[config.mk]
export PLATFORM = sky130hd
export DESIGN_NAME = csa_accum
export DESIGN_NICKNAME = d
export VERILOG_FILES = /design/src/rtl/csa_accum.sv
export SDC_FILE = /design/constraint.sdc
export NUM_CORES = 1
export LEC_CHECK = 0
export CORE_MARGIN = 10
export CORE_UTILIZATION = 42
export CTS_CLUSTER_SIZE = 16
export DETAILED_ROUTE_END_ITERATION = 8
export PLACE_DENSITY_LB_ADDON = 0.12
export SKIP_CTS_REPAIR_TIMING = 1
export SLEW_MARGIN = 20
export SYNTH_ARGS = -nofsm -noshare
export SYNTH_HDL_FRONTEND = slang
export SYNTH_SLANG_ARGS = --single-unit
[constraint.sdc]
create_clock -name clk -period 5.43 [get_ports clk]
set_clock_uncertainty 0.2 [all_clocks]
set_input_delay 0.543 -clock clk [delete_from_list [all_inputs] [get_ports clk]]
set_output_delay 0.543 -clock clk [all_outputs]
set_load 0.01 [all_outputs]
[src/rtl/csa_accum.sv]
// ---------------------------------------------------------------------------
// csa_accum
//
// Streaming carry-save accumulator. Operands arrive one per cycle under a
// valid/ready handshake. Each one is folded into a registered redundant
// (carry, sum) pair using a single 3:2 compressor row, so the per-beat
// critical path stays one full-adder deep at any width. When the last beat
// of a frame is accepted, the pair is presented under a second handshake.
// All arithmetic is modulo 2^W.
//
// Optional feature (compile-time macro CSA_ACCUM_RESOLVE_EN):
//   When the macro is defined, a one-cycle RES state is added. In RES a
//   full-width carry-propagate adder resolves the pair into out_sum. This
//   adds one cycle of latency. When the macro is undefined, there is no RES
//   state, no adder and no out_sum port.
//
// Parameters:
//   W      operand / result width in bits (W >= 2)
//   CNT_W  width of the frame beat counter
//
// Ports:
//   clk        rising-edge clock
//   rst        asynchronous, active-high reset
//   in_valid   operand beat offered
//   in_ready   block accepts a beat this cycle (high only while accumulating)
//   in_data    operand, W bits
//   in_last    beat is the final operand of the frame
//   out_valid  frame result presented
//   out_ready  consumer takes the result
//   out_c      redundant carry vector
//   out_s      redundant sum vector
//   out_count  operands in the frame, saturating at 2^CNT_W-1
//   out_sum    (out_c + out_s) mod 2^W   [CSA_ACCUM_RESOLVE_EN only]
// ---------------------------------------------------------------------------
module csa_accum #(
   parameter int W     = 89,
   parameter int CNT_W = 8
) (
   input  logic             clk,
   input  logic             rst,
   input  logic             in_valid,
   output logic             in_ready,
   input  logic [W-1:0]     in_data,
   input  logic             in_last,
   output logic             out_valid,
   input  logic             out_ready,
   output logic [W-1:0]     out_c,
   output logic [W-1:0]     out_s,
   output logic [CNT_W-1:0] out_count
`ifdef CSA_ACCUM_RESOLVE_EN
   ,
   output logic [W-1:0]     out_sum
`endif
);

   // ------------------------------------------------------------------------
   // Control states
   // ------------------------------------------------------------------------
`ifdef CSA_ACCUM_RESOLVE_EN
   typedef enum logic [1:0] {
      ACC = 2'd0,   // accepting operand beats
      RES = 2'd1,   // resolving the redundant pair into a binary sum
      OUT = 2'd2    // presenting the frame result
   } state_t;
`else
   typedef enum logic [1:0] {
      ACC = 2'd0,   // accepting operand beats
      OUT = 2'd2    // presenting the frame result
   } state_t;
`endif

   state_t state_q;
   state_t state_n;

   // ------------------------------------------------------------------------
   // Datapath registers
   // ------------------------------------------------------------------------
   logic [W-1:0]     c_q;
   logic [W-1:0]     s_q;
   logic [CNT_W-1:0] cnt_q;

   // Next-value terms for one accepted beat
   logic [W-1:0]     s_n;
   logic [W-1:0]     c_n;
   logic [W-2:0]     maj_lo;   // carries out of bits 0..W-2; the top carry is dropped
   logic [CNT_W-1:0] cnt_n;

   // Handshake qualifiers
   logic accept;   // operand beat consumed this cycle
   logic fire;     // result taken by the consumer this cycle

   assign accept = in_valid  && (state_q == ACC);
   assign fire   = out_ready && (state_q == OUT);

   // ------------------------------------------------------------------------
   // 3:2 compressor row plus saturating beat counter.
   // The sum keeps every bit position. Each carry moves up one bit, so the
   // carry leaving bit W-1 is outside the modulo-2^W result and is dropped.
   // This keeps (c + s) mod 2^W equal to the running total of the frame.
   // ------------------------------------------------------------------------
   always_comb begin
      s_n    = c_q ^ s_q ^ in_data;
      maj_lo = (c_q[W-2:0] & s_q[W-2:0])
             | (c_q[W-2:0] & in_data[W-2:0])
             | (s_q[W-2:0] & in_data[W-2:0]);
      c_n    = {maj_lo, 1'b0};
      // Saturation only limits the reported count; it never gates the
      // arithmetic above.
      cnt_n  = (cnt_q == {CNT_W{1'b1}}) ? cnt_q : cnt_q + CNT_W'(1);
   end

   // ------------------------------------------------------------------------
   // Next-state logic
   // ------------------------------------------------------------------------
   always_comb begin
      // NOTE: every signal written here gets a value first, so no path can
      // leave it unassigned and infer a latch.
      state_n = state_q;
      unique case (state_q)
         ACC: begin
            if (accept && in_last) begin
`ifdef CSA_ACCUM_RESOLVE_EN
               state_n = RES;
`else
               state_n = OUT;
`endif
            end
         end
`ifdef CSA_ACCUM_RESOLVE_EN
         RES: state_n = OUT;
`endif
         OUT: begin
            if (out_ready) state_n = ACC;
         end
         default: state_n = ACC;
      endcase
   end

   // ------------------------------------------------------------------------
   // State register
   // ------------------------------------------------------------------------
   always_ff @(posedge clk or posedge rst) begin
      // NOTE: clocked state uses non-blocking assignments so all registers
      // update together from values sampled before the edge.
      if (rst) state_q <= ACC;
      else     state_q <= state_n;
   end

   // ------------------------------------------------------------------------
   // Accumulator registers.
   // The result handshake clears the pair and the counter, so the next frame
   // starts from zero. Beats offered outside ACC are not accepted, so the
   // pair holds still while OUT waits on backpressure.
   // ------------------------------------------------------------------------
   always_ff @(posedge clk or posedge rst) begin
      // NOTE: these are plain flops, not a memory array, so the asynchronous
      // reset clears them at no cost. A partial frame is discarded at once.
      if (rst) begin
         c_q   <= '0;
         s_q   <= '0;
         cnt_q <= '0;
      end else if (fire) begin
         c_q   <= '0;
         s_q   <= '0;
         cnt_q <= '0;
      end else if (accept) begin
         c_q   <= c_n;
         s_q   <= s_n;
         cnt_q <= cnt_n;
      end
   end

`ifdef CSA_ACCUM_RESOLVE_EN
   // ------------------------------------------------------------------------
   // Resolved sum: one full-width carry-propagate add, performed in RES.
   // The pair is frozen in RES because no beat can be accepted there.
   // ------------------------------------------------------------------------
   logic [W-1:0] sum_q;

   always_ff @(posedge clk or posedge rst) begin
      if (rst) begin
         sum_q <= '0;
      end else if (fire) begin
         sum_q <= '0;
      end else if (state_q == RES) begin
         sum_q <= c_q + s_q;
      end
   end

   assign out_sum = sum_q;
`endif

   // ------------------------------------------------------------------------
   // Outputs.
   // The pair and counter drive the ports directly. While OUT waits on
   // backpressure they are frozen. Reset clears them to zero.
   // ------------------------------------------------------------------------
   assign in_ready  = (state_q == ACC);
   assign out_valid = (state_q == OUT);
   assign out_c     = c_q;
   assign out_s     = s_q;
   assign out_count = cnt_q;

endmodule

==> run_results.csv, run 1 <==
group,metric,value,unit
sta,fmax,0.4245,GHz
synth,async_flop_share,100.0,%
sta,tns,0,ns
place,io_buffers,280,
clock_tree,clk_latency,0.43,ns
floorplan,rows,51,
clock_tree,htreeDepth,4,
pwr,swShare,34.18,%
sta,slew_viol_final,0,
synth,ys_ff_latch,186,
global_route,grt_pass1_vias,6535,
final_layout,nets,984,
synth,synth_ff_type,"dfrtp_1",
synth,syn-num-nets,721,
worst_setup_path,cp-start-kind,"flip-flop",
worst_setup_path,crit_slowest_cell,"clkdlybuf4s50_1",
sta,rsz0062_at_grt,"no",
worst_setup_path,cp-end-kind,"output pin",
worst_setup_path,timing.critical_path.cells,"inv_1 > clkdlybuf4s50_1",
sta,fin_worst_hold_slack,0.2986,ns
drt,ant_nets,0,
worst_setup_path,startpoint,"state_q[1]$_DFFE_PP0P_",
sta,hold_viol,0,
clock_tree,cts_buffers,17,
floorplan,start_util,43.09,%
drt,drt_iter0_drc,311,
drt,routedWlPerCell,21.79,µm
final_layout,multi_input_area,3572,µm²
sta,period_needed,2.356,ns
global_route,grt_pass1_wl,37890,µm
sta,setup_viol,0,
sta,tightest_slew,0.9128,ns
floorplan,die_w,161.8,µm
hold_path,min_path_type,"in -> async",
worst_setup_path,worstReg2RegStart,"state_q[1]$_DFFE_PP0P_",
sta,slew_headroom,39.14,%
pwr,ir_worst_vdd,0.2235,mV
pwr,p_per_area,544.8,nW/µm²
worst_setup_path,critPathMaxFanout,5,
synth,syn_avg_cell_area,15.69,µm²
floorplan,die_area,26170,µm²
final_layout,drive_gt1_share,4.797,%
drt,vias,5750,
pwr,pwr-share-clk,19.8,%
synth,yosysTopAreaCellShare,55.14,%
pwr,p_seq_share,38.3,%
final_layout,syn_to_final_growth,42.79,%
place,dp.cells,1047,
floorplan,core,19590,µm²
worst_setup_path,crit_family,"buffers and inverters",
pwr,p_leak,5.318,nW
clock_tree,cts.sinks,186,
worst_setup_path,critPathRequiredTime,4.69,ns
global_route,grtUsageTotal,18.22,%
place,place.gp.congestion,0.7788,
clock_tree,cts.reportedPaths.clkPinSlew,0.07,ns
worst_setup_path,critical_path_class,"reg -> out",
drt,wl,23490,µm
worst_setup_path,crit_arrival,1.61,ns
synth,netlist_top_cells_area,"dfrtp_1 55%, fa_1 21%, a22o_1 18%",
final_layout,n_antenna_cell,0,
pwr,p_comb_share,41.9,%
pwr,power_switching,2.245,mW
floorplan,pin_count,282,
clock_tree,clockBufferDepth,2,
drt,drc,0,
drt,first_pass_iters,4,
synth,yosysSeqAreaShare,55.14,%
floorplan,die_h,161.8,µm
final_layout,fill_cells,1526,
place,dp_hpwl,16710,µm
worst_setup_path,cp.buffers_inverters,2,
synth,syn_inst,538,
synth,syn-cell-area,8442,µm²
synth,yosysUniqueCellTypes,31,
pwr,intPower,4.323,mW
outcome,status,"finished, final reports clean",
worst_setup_path,slowest_delay,0.57,ns
final_layout,seqCellArea,4654,µm²
sta,layout_worst_path_cycle_share,43.38,%
synth,yosysTopAreaCell,"dfrtp_1",
global_route,grt.overflow.total,0,
synth,synth_enable_flop_cells,0,
clock_tree,clock-root-buffer,"clkbuf_16",
global_route,antenna_found_initial,1,
synth,yosys_warnings,0,
flow_run,cap_violations,0,
drt,vias_per_cell,5.334,
global_route,grt_start_max_net_pins,177,
clock_tree,cts_tree,"built",
final_layout,final_cells,1078,
## flip-flops by register name (all words and copies together) (netlist names)
register / flops
out_c: 88
out_count: 8
out_s: 89
state_q: 1
## layer usage
| metal | vias up | wire length (µm) | track usage [%] |
|---|---|---|---|
| li1 | 2520 | - | - |
| met1 | 3014 | 9686 | 22.73 |
| met2 | 196 | 11660 | 29.50 |
| met3 | 20 | 1817 | 6.244 |
| met4 | 0 | 320 | 5.211 |
| met5 | - | 0 | 0 |
## cell type report
type                            count  share of cell area [%]
Clock inverter                     12                   1.349
Multi-Input combinational cell    308                   29.63
Tap cell                          265                   2.751
Timing Repair Buffer              285                   23.77
Clock buffer                       19                   3.758
Sequential cell                   186                   38.61
Inverter                            3                  0.1246
## cell usage after synthesis, types with 2 or more instances
library cell,n
dfrtp_1,186
a22o_1,177
fa_1,87
buf_2,22
clkbuf_1,10
nand2_1,10
buf_4,8
nand3_1,6
a21oi_1,3
inv_1,3
nand4_1,3
ha_1,2
o21a_1,2
o21ai_0,2
## power groups by stage
stage          sequential (mW)  clock (mW)  combinational (mW)
4_1_cts                   2.53        1.33                2.82
6_report                  2.51        1.30                2.75
3_3_place_gp              2.51           0                2.71
2_1_floorplan             2.69           0               0.993
3_5_place_dp              2.54           0                2.80
5_1_grt                   2.62        1.39                3.06
## stage by stage
| step | power [mW] | area [µm²] | setup slack, ns | utilization, % |
|---|---|---|---|---|
| final | 6.567 | 12050 | 3.074 | 61.53 |
| after global routing | 7.062 | 12050 | 2.991 | 61.53 |
| after CTS | 6.676 | 12050 | 3.055 | 61.53 |
| after detailed placement | 5.335 | 11440 | 2.666 | 58.39 |
| after global placement | 5.216 | 11440 | 2.716 | 58.39 |
| after floorplan | 3.688 | 8446 | 2.294 | - |
## cells by family after synthesis
family	count (synthesis)	synth area share [%]
AOI/OAI and AO/OA	193	19.70
adders and majority gates	89	20.93
buffers and inverters	44	2.638
and+or+nand+nor	23	1.334
DFF	186	55.14
other	1	0.04442
muxes	1	0.1186
xor gates and xnor gates	1	0.1038
## path summary, 6_finish.rpt
check / end / slack (ns) / cells after the start
setup / recovery: in_ready / 3.07 / 2
hold / removal: out_s[81]$_DFFE_PP0P_ / 0.30 / 2
setup reg to reg: out_count[3]$_DFFE_PP0P_ / 3.26 / 5
hold reg to reg: out_s[88]$_DFFE_PP0P_ / 0.30 / 1
max in group asynchronous: out_c[40]$_DFFE_PP0P_ / 3.48 / 3
min in group clk: out_s[88]$_DFFE_PP0P_ / 0.30 / 1
## layout by cell type (no fill, tap or decap), types with 4 or more instances in the layout
| master | synthesis | layout |
|---|---|---|
| a22o_1 | 177 | 177 |
| clkbuf_16 | 0 | 17 |
| clkdlybuf4s50_1 | 0 | 280 |
| dfrtp_1 | 186 | 186 |
| fa_1 | 87 | 87 |
| inv_6 | 0 | 4 |
| nand2_1 | 10 | 10 |
| nand3_1 | 6 | 6 |
(Power assumes the default switching activity.)
==> run 2: changes to the inputs <==
Settings changed: CORE_UTILIZATION 42 to 46.
Clock period 5.43 ns to 2.17 ns, I/O delays scaled along.
==> run 2 against run 1 <==
Global-route usage grew 1.5 points. Non-clock buffer count grew 11. Combinational power increased to 2.5 times the previous value. Clock-buffer cell count grew 1. Largest cell class unchanged. Highest routed layer is now met5.
==> run_results.csv, run 2 (same netlist as run 1, synthesis figures left out) <==
group,metric,value,unit
clock_tree,cts.reportedPaths.clkPinSlew,0.06,ns
place,dp_hpwl,17470,µm
clock_tree,htreeDepth,4,
sta,hold_viol,0,
final_layout,n_antenna_cell,0,
clock_tree,clockBufferDepth,2,
global_route,grt_pass1_wl,37870,µm
global_route,grtUsageTotal,19.71,%
global_route,grt_pass1_vias,6567,
final_layout,multi_input_area,3572,µm²
global_route,grt_start_max_net_pins,106,
worst_setup_path,ff2ff_path_depth,5,
drt,first_pass_iters,5,
sta,rsz0062_at_grt,"no",
sta,period_needed,1.975,ns
worst_setup_path,crit_end,"in_ready",
final_layout,final_cell_mix,"280 x clkdlybuf4s50_1, 186 x dfrtp_1, 177 x a22o_1",
worst_setup_path,slowest_delay,0.55,ns
sta,slew_viol_final,0,
final_layout,largest_reg_flops,89,
floorplan,start_util,46.83,%
final_layout,design_area,12210,µm²
sta,setup_viol,0,
worst_setup_path,crit_slowest_cell,"clkdlybuf4s50_1",
worst_setup_path,cp-start-kind,"flip-flop",
pwr,power,16.63,mW
sta,fmax,0.5064,GHz
final_layout,seqCellArea,4654,µm²
drt,ant_nets,0,
pwr,p_per_area,1362,nW/µm²
floorplan,die_area,24170,µm²
sta,layout_worst_path_cycle_share,91.00,%
floorplan,rows,49,
final_layout,fin_util,67.74,%
drt,routedWlPerCell,22.24,µm
worst_setup_path,crit_arrival,1.56,ns
global_route,grt.overflow.total,0,
drt,drc,0,
outcome,status,"finished, final reports clean",
final_layout,layout_commonest_cell,"clkdlybuf4s50_1",
worst_setup_path,startpoint,"state_q[1]$_DFFE_PP0P_",
final_layout,syn_to_final_growth,44.63,%
drt,vias,5885,
worst_setup_path,cp-end-kind,"output pin",
clock_tree,clock-root-buffer,"clkbuf_16",
worst_setup_path,critical_path_class,"reg -> out",
clock_tree,cts.sinks,186,
worst_setup_path,r2r_end,"out_count[4]$_DFFE_PP0P_",
worst_setup_path,timing.critical_path.cells,"inv_1 > clkdlybuf4s50_1",
clock_tree,cts_buffers,17,
clock_tree,cts_tree,"built",
drt,vias_per_cell,5.583,
floorplan,die_h,155.5,µm
final_layout,nets,995,
clock_tree,clk_latency,0.42,ns
drt,wl,23440,µm
final_layout,drive_gt1_share,5.939,%
pwr,ir_worst_vdd,0.6988,mV
floorplan,core,18020,µm²
floorplan,pin_count,282,
flow_run,cap_violations,0,
worst_setup_path,critPathRequiredTime,1.75,ns
global_route,antenna_found_initial,1,
drt,drt_iter0_drc,323,
place,placed_area,11560,µm²
floorplan,die_w,155.5,µm
hold_path,min_path_type,"in -> reg",
place,io_buffers,280,
worst_setup_path,ff2ff_setup_slack,0.27,ns
final_layout,fill_cells,1279,
worst_setup_path,critPathMaxFanout,5,
worst_setup_path,worstReg2RegStart,"out_count[0]$_DFFE_PP0P_",
pwr,p_leak,5.408,nW
place,place.gp.congestion,0.8699,
## run 2: cell count changes in the layout (fill, tap and decap cells not counted)
| cell | delta |
|---|---|
| bufinv_16 | +1 |
| clkinvlp_4 | +1 |
| buf_12 | +7 |
| dlygate4sd3_1 | +1 |
| clkinv_2 | -1 |
| clkbuf_1 | +1 |
| buf_4 | +3 |
| inv_6 | -1 |
## run 2: layout make-up
class,count,share of cell area [%]
sequential,186,38.12
multi-input combinational,308,29.26
timing repair buffer,296,24.88
clock buffer,20,3.741
tap,229,2.347
clock inverter,12,1.527
inverter,3,0.1230
## run 2: worst max-delay path: cells and delay by family, from the launching register on
family,cells,cell delay [ns]
buf+inv,2,0.68
flops,1,0.47
## run 2: metrics by stage
stage | std cells | setup slack, ns | hold slack, ns | TNS, ns
floorplan | 538 | -0.6395 | 0.1275 | -118.95
global placement | 1021 | 0.1227 | 0.2695 | 0
detailed placement | 1021 | 0.1036 | 0.2750 | 0
CTS | 1053 | 0.1825 | -0.04087 | 0
global route | 1054 | 0.02921 | 0.1682 | 0
finish | 1054 | 0.1953 | 0.1714 | 0
## run 2: how the worst min path moves through the flow
stage | from | endpoint | slack [ns] | cells past startpoint
2_1_floorplan | out_ready | state_q[1]$_DFFE_PP0P_ | 0.13 | 1
4_1_cts | rst | out_s[65]$_DFFE_PP0P_ | -0.04 | 2
3_5_place_dp | out_s[88]$_DFFE_PP0P_ | out_s[88]$_DFFE_PP0P_ | 0.27 | 1
5_1_grt | in_last | state_q[1]$_DFFE_PP0P_ | 0.17 | 3
3_3_place_gp | out_s[88]$_DFFE_PP0P_ | out_s[88]$_DFFE_PP0P_ | 0.27 | 1
6_report | in_last | state_q[1]$_DFFE_PP0P_ | 0.17 | 3
## run 2: power by group
part | switching, mW | internal, mW | leakage [nW]
Combinational | 2.78 | 4.18 | 2.70
Sequential | 1.52 | 4.82 | 2.40
Clock | 1.33 | 2.01 | 0.304
## run 2: layer usage
metal	vias to the layer above	GRT usage [%]	wire, µm	part of all wire, %
li1	2553	-	-	-
met1	3086	25.32	9790	42
met2	214	30.42	11220	48
met3	30	7.499	1999	8.5
met4	2	5.971	414	1.8
met5	-	0	13	0.055
==> run 3: changes to the inputs <==
Settings changed: ABC_CLOCK_PERIOD_IN_PS set to 2170, CORE_ASPECT_RATIO set to 0.75.
==> run 3 against run 2 <==
The run now ends with negative hold slack left. Worst setup slack worse by 0.079 ns. Design area down 0.17%. Maximum frequency down 3.8%. Clock-buffer cell count down 3. Largest cell class unchanged. Utilization up 0.68 points. Final cell count up 0.57%. Via count down 1.4%. Critical path depth unchanged. Sequential cell count unchanged. Global-route usage down 0.35 points. First-iteration DRC count up 36%. Highest routed layer is now met4.
==> run_results.csv, run 3 (same netlist as run 1, synthesis figures left out) <==
group,metric,value,unit
outcome,status,"finished with violations",
outcome,violations,"negative hold slack",
final_layout,syn_to_final_growth,44.37,%
place,dpl_worst_slack,0.2032,ns
global_route,antenna_found_initial,0,
final_layout,drive_gt1_share,5.379,%
global_route,grt.overflow.total,0,
sta,slew_viol_final,0,
pwr,power_switching,5.627,mW
drt,ant_nets,0,
worst_setup_path,cp-start-kind,"flip-flop",
pwr,p_seq_share,37.8,%
global_route,grt_pass1_vias,6183,
worst_setup_path,crit_end,"in_ready",
drt,wl,23270,µm
clock_tree,clk_latency,0.42,ns
place,dp.cells,1029,
worst_setup_path,timing.critical_path.cells,"inv_1 > clkdlybuf4s50_1",
worst_setup_path,crit_family,"buffers and inverters",
sta,period_needed,2.053,ns
floorplan,die_w,176.4,µm
final_layout,final_cell_mix,"280 x clkdlybuf4s50_1, 186 x dfrtp_1, 177 x a22o_1",
floorplan,pin_count,282,
pwr,p_comb_share,41.2,%
final_layout,final_cells,1060,
sta,postLayoutSetupSlackWorst,0.1168,ns
clock_tree,cts.sinks,186,
final_layout,seqCellArea,4654,µm²
worst_setup_path,r2r_end,"out_s[15]$_DFFE_PP0P_",
worst_setup_path,critical_path_class,"reg -> out",
flow_run,cap_violations,0,
sta,rsz0062_at_grt,"no",
worst_setup_path,ff2ff_path_depth,3,
pwr,power,16.76,mW
clock_tree,cts.reportedPaths.clkPinSlew,0.07,ns
worst_setup_path,critPathMaxFanout,5,
drt,drt_iter0_drc,438,
pwr,ir_worst_vdd,0.6402,mV
pwr,p_per_area,1375,nW/µm²
worst_setup_path,worstReg2RegStart,"state_q[1]$_DFFE_PP0P_",
worst_setup_path,ff2ff_setup_slack,0.37,ns
final_layout,fill_cells,1214,
place,place.gp.congestion,0.8113,
sta,layout_worst_path_cycle_share,94.62,%
worst_setup_path,cp-end-kind,"output pin",
place,placed_area,11520,µm²
sta,tightest_slew,0.5192,ns
clock_tree,clockBufferDepth,2,
worst_setup_path,crit_slowest_cell,"clkdlybuf4s50_1",
pwr,intPower,11.13,mW
floorplan,die_area,24230,µm²
clock_tree,htreeDepth,4,
drt,first_pass_iters,4,
clock_tree,cts_buffers,17,
worst_setup_path,cp.buffers_inverters,2,
final_layout,design_area,12190,µm²
clock_tree,cts_tree,"built",
final_layout,nets,989,
final_layout,n_antenna_cell,0,
worst_setup_path,startpoint,"state_q[1]$_DFFE_PP0P_",
final_layout,layout_commonest_cell,"clkdlybuf4s50_1",
worst_setup_path,crit_arrival,1.64,ns
sta,hold_viol,10,
drt,drc,0,
pwr,p_leak,5.391,nW
sta,setup_viol,0,
global_route,grt_start_max_net_pins,107,
sta,fin_worst_hold_slack,-0.01967,ns
floorplan,rows,42,
worst_setup_path,slowest_delay,0.58,ns
sta,fmax,0.4870,GHz
global_route,grtUsageTotal,19.36,%
pwr,pwr-share-clk,21.0,%
drt,routedWlPerCell,21.95,µm
place,io_buffers,280,
floorplan,core,17810,µm²
worst_setup_path,critPathRequiredTime,1.75,ns
worst_setup_path,path_depth,2,
floorplan,start_util,47.39,%
sta,slew_headroom,65.31,%
clock_tree,clock-root-buffer,"clkbuf_16",
drt,vias,5805,
pwr,swShare,33.59,%
global_route,grt_pass1_wl,36750,µm
floorplan,die_h,137.3,µm
place,dp_hpwl,17000,µm
final_layout,largest_reg_flops,89,
hold_path,min_path_type,"in -> async",
final_layout,multi_input_area,3572,µm²
drt,vias_per_cell,5.476,
## run 3: cell count changes in the layout (fill, tap and decap cells not counted), sizes merged
cell	before	now
clkbuf	20	17
clkinvlp	4	3
clkinv	2	3
bufinv	4	6
buf	15	10
dlygate4sd3	1	0
## run 3: worst min-delay path by stage
stage	from	cells past startpoint	to	slack, ns
2_1_floorplan	out_ready	1	state_q[1]$_DFFE_PP0P_	0.13
3_3_place_gp	out_s[88]$_DFFE_PP0P_	1	out_s[88]$_DFFE_PP0P_	0.28
3_5_place_dp	out_s[88]$_DFFE_PP0P_	1	out_s[88]$_DFFE_PP0P_	0.29
4_1_cts	rst	2	out_s[49]$_DFFE_PP0P_	-0.01
5_1_grt	rst	2	out_s[49]$_DFFE_PP0P_	0.02
6_report	rst	2	out_s[49]$_DFFE_PP0P_	-0.02
## run 3: metal layers
layer | track usage [%] | routed length, µm | vias to the layer above
met5 | 0 | 0 | -
met1 | 25.60 | 9819 | 3029
met4 | 5.123 | 197 | 0
li1 | - | - | 2533
met2 | 29.35 | 10890 | 227
met3 | 7.659 | 2362 | 16
## run 3: power by group through the flow
stage | Combinational [mW] | Sequential (mW) | Clock [mW]
2_1_floorplan | 2.49 | 6.74 | 0
3_3_place_gp | 6.75 | 6.30 | 0
3_5_place_dp | 6.97 | 6.38 | 0
4_1_cts | 7.03 | 6.36 | 3.58
5_1_grt | 7.60 | 6.57 | 3.73
6_report | 6.90 | 6.34 | 3.52
## run 3: through the flow
stage | TNS (ns) | util (%) | hold WS (ns)
after floorplan | -118.95 | - | 0.1275
after global placement | 0 | 64.68 | 0.2793
after detailed placement | 0 | 64.68 | 0.2895
after CTS | 0 | 68.42 | -0.01092
after global routing | 0 | 68.42 | 0.01538
final | 0 | 68.42 | -0.01967
## run 3: cell type report
| class | count | area share [%] |
|---|---|---|
| flip-flops and latches | 186 | 38.19 |
| multi-input cells | 308 | 29.31 |
| repair buffers | 290 | 24.43 |
| clock buffers | 17 | 3.490 |
| well taps | 242 | 2.484 |
| clock inverters | 14 | 1.971 |
| inverters | 3 | 0.1232 |
## run 3: worst reg2reg max path, delay by kind of cell (launching register included)
family / cells / cell delay (ns)
buffers and inverters: 1 / 0.41
and+or+nand+nor: 1 / 0.31
DFF: 1 / 0.49
AOI/OAI and AO/OA: 1 / 0.33
